**src/rtl/dual_port_ram_param.sv**
```systemverilog
// True dual-port synchronous RAM with byte enables, selectable read-during-write,
// optional output register, same-address collision flag and post-reset memory clear.
module dual_port_ram_param #(
  parameter int DATA_WIDTH = 16,
  parameter int BYTE_WIDTH = 8,
  parameter int ADDR_WIDTH = 4,
  parameter int WRITE_MODE = 0,
  parameter int OUT_REG    = 0
) (
  input  logic                             clk,
  input  logic                             rst,
  output logic                             busy,
  input  logic                             a_en,
  input  logic [DATA_WIDTH/BYTE_WIDTH-1:0] a_we,
  input  logic [ADDR_WIDTH-1:0]            a_addr,
  input  logic [DATA_WIDTH-1:0]            a_din,
  output logic [DATA_WIDTH-1:0]            a_dout,
  output logic                             a_valid,
  input  logic                             b_en,
  input  logic [DATA_WIDTH/BYTE_WIDTH-1:0] b_we,
  input  logic [ADDR_WIDTH-1:0]            b_addr,
  input  logic [DATA_WIDTH-1:0]            b_din,
  output logic [DATA_WIDTH-1:0]            b_dout,
  output logic                             b_valid,
  output logic                             collision
);
  localparam int NB    = DATA_WIDTH / BYTE_WIDTH;
  localparam int DEPTH = 2 ** ADDR_WIDTH;

  typedef enum logic {CLEAR, READY} state_t;

  state_t                  state, state_nxt;
  logic [ADDR_WIDTH-1:0]   cnt, cnt_nxt;
  logic [DATA_WIDTH-1:0]   mem [DEPTH];
  logic                    a_acc, b_acc, same_addr, col_hit;
  logic [DATA_WIDTH-1:0]   a_old, b_old, a_rd, b_rd;
  logic                    a_vld_p1, b_vld_p1, col_p1;
  logic [DATA_WIDTH-1:0]   a_data_p1, b_data_p1;

  function automatic logic [DATA_WIDTH-1:0] merge_lanes(
    input logic [DATA_WIDTH-1:0] old_word,
    input logic [DATA_WIDTH-1:0] new_word,
    input logic [NB-1:0]         lane_we
  );
    logic [DATA_WIDTH-1:0] res;
    res = old_word;
    for (int i = 0; i < NB; i++) begin
      if (lane_we[i]) res[i*BYTE_WIDTH +: BYTE_WIDTH] = new_word[i*BYTE_WIDTH +: BYTE_WIDTH];
    end
    return res;
  endfunction

  always_ff @(posedge clk) begin
    if (rst) begin
      state <= CLEAR;
      cnt   <= '0;
    end else begin
      state <= state_nxt;
      cnt   <= cnt_nxt;
    end
  end

  always_comb begin
    state_nxt = state;
    cnt_nxt   = cnt;
    case (state)
      CLEAR: begin
        cnt_nxt = cnt + ADDR_WIDTH'(1);
        if (&cnt) state_nxt = READY;
      end
      READY: ;
      default: state_nxt = CLEAR;
    endcase
  end

  assign busy      = (state == CLEAR);
  assign a_acc     = a_en && (state == READY);
  assign b_acc     = b_en && (state == READY);
  assign same_addr = (a_addr == b_addr);
  assign col_hit   = a_acc && b_acc && same_addr && ((|a_we) || (|b_we));
  assign a_old     = mem[a_addr];
  assign b_old     = mem[b_addr];

  // Write-first only merges a port's own lanes; the other port's write is never forwarded.
  always_comb begin
    a_rd = a_old;
    b_rd = b_old;
    if (WRITE_MODE == 1) begin
      a_rd = merge_lanes(a_old, a_din, a_we);
      b_rd = merge_lanes(b_old, b_din, b_we);
    end
  end

  // Same-address double write: B lanes first, then A lanes on top so A wins overlaps.
  always_ff @(posedge clk) begin
    if (!rst) begin
      if (state == CLEAR) begin
        mem[cnt] <= '0;
      end else if (a_acc && b_acc && same_addr) begin
        mem[a_addr] <= merge_lanes(merge_lanes(a_old, b_din, b_we), a_din, a_we);
      end else begin
        if (a_acc && (|a_we)) mem[a_addr] <= merge_lanes(a_old, a_din, a_we);
        if (b_acc && (|b_we)) mem[b_addr] <= merge_lanes(b_old, b_din, b_we);
      end
    end
  end

  // ---- stage p1: array read register ----
  always_ff @(posedge clk) begin
    if (rst) begin
      a_vld_p1  <= 1'b0;
      b_vld_p1  <= 1'b0;
      col_p1    <= 1'b0;
      a_data_p1 <= '0;
      b_data_p1 <= '0;
    end else begin
      a_vld_p1 <= a_acc;
      b_vld_p1 <= b_acc;
      col_p1   <= col_hit;
      if (a_acc) a_data_p1 <= a_rd;
      if (b_acc) b_data_p1 <= b_rd;
    end
  end

  assign collision = col_p1;

  // ---- stage p2: optional output register ----
  if (OUT_REG != 0) begin : g_out_reg
    logic                  a_vld_p2, b_vld_p2;
    logic [DATA_WIDTH-1:0] a_data_p2, b_data_p2;

    always_ff @(posedge clk) begin
      if (rst) begin
        a_vld_p2  <= 1'b0;
        b_vld_p2  <= 1'b0;
        a_data_p2 <= '0;
        b_data_p2 <= '0;
      end else begin
        a_vld_p2 <= a_vld_p1;
        b_vld_p2 <= b_vld_p1;
        if (a_vld_p1) a_data_p2 <= a_data_p1;
        if (b_vld_p1) b_data_p2 <= b_data_p1;
      end
    end

    assign a_valid = a_vld_p2;
    assign b_valid = b_vld_p2;
    assign a_dout  = a_data_p2;
    assign b_dout  = b_data_p2;
  end else begin : g_no_out_reg
    assign a_valid = a_vld_p1;
    assign b_valid = b_vld_p1;
    assign a_dout  = a_data_p1;
    assign b_dout  = b_data_p1;
  end
endmodule

```
**config.mk**
```make
export PLATFORM = sky130hd
export DESIGN_NAME = dual_port_ram_param
export DESIGN_NICKNAME = d
export VERILOG_FILES = /design/src/rtl/dual_port_ram_param.sv
export SDC_FILE = /design/constraint.sdc
export NUM_CORES = 1
export LEC_CHECK = 0
export BUFFER_PORTS_ARGS = -buffer_cell sky130_fd_sc_hd__buf_2
export CAP_MARGIN = 20
export CORE_MARGIN = 5
export CORE_UTILIZATION = 29
export CTS_CLUSTER_SIZE = 10
export DETAILED_ROUTE_END_ITERATION = 16
export HOLD_SLACK_MARGIN = 0.1
export SLEW_MARGIN = 30
export SYNTH_ARGS = -nofsm -noshare
export SYNTH_HDL_FRONTEND = slang
export SYNTH_SLANG_ARGS = --single-unit
```
**constraint.sdc**
```tcl
create_clock -name clk -period 4 [get_ports clk]
set_input_delay 1 -clock clk [delete_from_list [all_inputs] [get_ports clk]]
set_output_delay 1 -clock clk [all_outputs]
set_load 0.1 [all_outputs]
```
==> key figures <==
Clock network
  • Hold Buf Count CTS: 0
  • Post-CTS setup repair buffer count: 0
  • Max Root-Sink Buffers: 3
  • Htree depth: 2
  • CTS resizes: 0
  • Clk sinks: 296
  • Worst-skew pair later-pin latency: ~530 ps
  • Total CTS buffers: 36
  • Root Driver: clkbuf_16
  • CTS clock-pin slew for the worst setup and hold paths: approximately 50 ps
  • CTS tree: done

Synthesis
  • Syn_area_per_cell: between 10 and 15 sq um
  • Synth warn: 0
  • Largest family of logic cells by synthesized area: multiplexers
  • Post-synthesis sequential area ratio: roughly 50%
  • Simple-gate share of the synthesized area: roughly a tenth
  • Post-synth EDFFs: 256
  • Top_reg_cell synth: edfxtp_1
  • Post-synthesis adder-cell area fraction: 0.0739%
  • Post-synthesis xor/xnor area fraction: less than 1%
  • Synth area leader: edfxtp_1
  • Compound-Gate Fraction of Synth Area: roughly 14%
  • Cells after Synth: roughly 1,400
  • Synth top cells by count: edfxtp_1 (256), nand2_1 (240), o21ai_0 (150)
  • Synth unique cells: 61
  • Synth Register Bits: ~300
  • Mux cell area share after synthesis: a little over a fifth
  • Synth area leaders: edfxtp_1 (45%), mux4_2 (17%), nand2_1 (5.3%)
  • Synth top area share: 45.4%
  • Post-synth ARST share: 0%
  • Syn Nets: 1,426
  • Netlist Area Pre-Place: roughly 0.017 sq mm
  • Most common cell in the netlist: edfxtp_1

Route
  • Router iterations before antenna repair: 5
  • Remaining DRCs: 0
  • WL final: between 50,000 and 60,000 um
  • WL per Instance: approximately 25 um
  • Initial DRC Count: around 1,600
  • Routed vias: between 10,000 and 15,000
  • Vias per inst: 5.76
  • Antenna Nets Post-Route: 0

Critical path
  • Reg2reg setup slack: ~940 ps
  • Worst Path Arrival: 3650 ps
  • Critical register-to-register path endpoint: mem[10][8]
  • Worst R2R Path Depth: 7
  • Reg-to-reg startpoint: state
  • CP required: about 4300 ps
  • Crit end category: flip-flop
  • Worst-path fanout max: 16
  • Crit path launch type: input port
  • Critical path class: input port to flip-flop

Worst hold path
  • Hold_sp: a_dout[6]
  • WHS Endpoint: a_dout[6]
  • Worst Hold Class: flip-flop to flip-flop
  • Hold depth: 2

Final layout
  • Final nets: 1,535
  • Layout cells sized above 1: 29.2%
  • Fillers: between 5,000 and 6,000
  • Fin cells: approximately 2,300
  • Final instance area: just under 0.02 sq mm
  • Final Util: 34.2%
  • Synth-to-layout area growth: 16.6%

Floorplan
  • Site Rows: 88
  • Initial core utilization: between 20% and 30%
  • Die width: 252 um
  • DIE AREA: about 0.063 sq mm
  • Chip height: 252 um
  • Core area: between 0.05 and 0.06 sq mm
  • IO Pins: 84

STA
  • Fin crit period: between 3000 and 4000 ps
  • RSZ-0062 raised after global routing: false
  • Fin crit share: 84.8%
  • Hold WS: 451 ps
  • Fmax: roughly 0.29 GHz
  • Final Setup Violations: 0
  • Setup Skew: about 17 ps
  • Slew margin rel.: 30.3%
  • Least-Margin Pin Slew: between 1000 and 1500 ps
  • Pins Over Slew Limit: 0
  • Sum of negative setup slack: 0 ps
  • Final hold violation count: 0

Global routing
  • Initial antenna violation count: 3
  • Largest net degree at the start of global routing: slightly above 70
  • Global-route wire length before repair: roughly 85,000 um
  • Total GRT Usage: ~17%
  • Congestion Overflow GR: 0
  • Vias in the first global route: about 13,000

Pwr
  • Leak pwr: approximately 6.8 nW
  • Max VDD drop: 0.277 mV
  • Power Density: 356 mW/mm^2

Placement
  • IO buf count: a little over 80
  • GP Congestion: a little over 0.9
  • Post-DP HPWL: 40,400 um
  • Placed Instances: approximately 2,200
  • Placed Instance Area: 0.0187 sq mm

Job
  • Max Cap Viol: 0

Run status
  • Status: finished, final reports clean
## registers in the layout (all words and copies together) (netlist names)
name and cells:
state 1, a_dout 16, a_valid 1, mem 256, b_valid 1, b_dout 16
cnt 4, collision 1
## power by group
group,switching (mW),internal [mW],total [mW]
clock network,1.25,1.67,2.92
registers,0.0205,3.35,3.37
logic,0.458,0.283,0.741
## how the worst max path moves through the flow
stage	slack, ps	startpoint	to
floorplan	-240	a_addr[3]	mem[7][0]
global placement	140	b_addr[0]	mem[15][2]
detailed placement	100	b_addr[0]	mem[13][2]
CTS	660	b_addr[0]	mem[1][2]
global route	530	b_addr[0]	mem[4][2]
finish	610	b_addr[0]	mem[15][2]
## critical path, cell delays in order
cell      delay [ps]
buf_4            230
buf_4            350
mux4_2           560
nor2b_1          160
a211oi_1         780
o31ai_4          300
nand2_1          150
o21ai_0           80
## routing by layer
layer	track usage [%]	share of wire, %	vias to the layer above	routed length, um
met5	0	0.023	-	13
met4	5.24	2.7	2	1540
met3	3.37	9.9	103	5600
met2	28.2	48	844	27000
met1	23.8	40	6505	22600
li1	-	-	5617	-
## stage by stage
| stage | setup WS [ps] | total power, mW |
|---|---|---|
| floorplan | -245 | 3.90 |
| global placement | 138 | 4.14 |
| detailed placement | 99.1 | 4.16 |
| CTS | 660 | 7.05 |
| global route | 529 | 7.22 |
| finish | 608 | 7.03 |
## cell usage in the layout, fill, tap and decap left out, types with 5 or more instances in the layout
| cell type | Yosys | routed |
|---|---|---|
| buf_2 | 43 | 80 |
| nand2_1 | 240 | 240 |
| o31a_1 | 7 | 7 |
| edfxtp_1 | 256 | 256 |
| mux2i_4 | 7 | 7 |
| nor3_1 | 6 | 5 |
| mux2_2 | 13 | 13 |
| a21oi_1 | 26 | 26 |
| and2_1 | 6 | 6 |
| o21ai_0 | 150 | 134 |
| mux4_1 | 7 | 7 |
| xnor2_1 | 5 | 5 |
| a22oi_1 | 18 | 18 |
| nand2b_1 | 23 | 23 |
| clkbuf_1 | 48 | 15 |
| a211oi_1 | 15 | 15 |
| nand3_1 | 12 | 12 |
| o21ai_1 | 15 | 15 |
| nor2_1 | 45 | 45 |
| mux2i_1 | 15 | 15 |
| o22ai_1 | 110 | 110 |
| mux4_2 | 128 | 128 |
| buf_4 | 10 | 111 |
| inv_1 | 6 | 6 |
| dfxtp_1 | 40 | 40 |
| o2111ai_2 | 7 | 7 |
| o21a_1 | 14 | 14 |
| nor2b_1 | 23 | 23 |
| o21ai_2 | 1 | 17 |
| buf_12 | 2 | 10 |
| clkbuf_16 | 0 | 36 |
## final cells by class
type,count,area [sq um],area share [%]
Timing Repair Buffer,201,1430,7.26
Clock inverter,4,35.0,0.177
Multi-Input combinational cell,944,7830,39.7
Tap cell,765,957,4.85
Antenna cell,1,2.50,0.0127
Clock buffer,52,971,4.92
Inverter,7,26.3,0.133
Sequential cell,296,8490,43.0
## cells by family (layout without fill, tap and decap cells)
| logic type | count (synthesis) | after routing |
|---|---|---|
| multiplexers | 174 | 174 |
| flip-flops | 296 | 296 |
| AO/OA/AOI/OAI | 385 | 385 |
| adder cells (fa/ha/maj) | 1 | 1 |
| other | 0 | 1 |
| AND/OR/NAND/NOR | 376 | 376 |
| XOR/XNOR | 8 | 8 |
| buffers and inverters | 137 | 264 |
(Power assumes the default switching activity.)
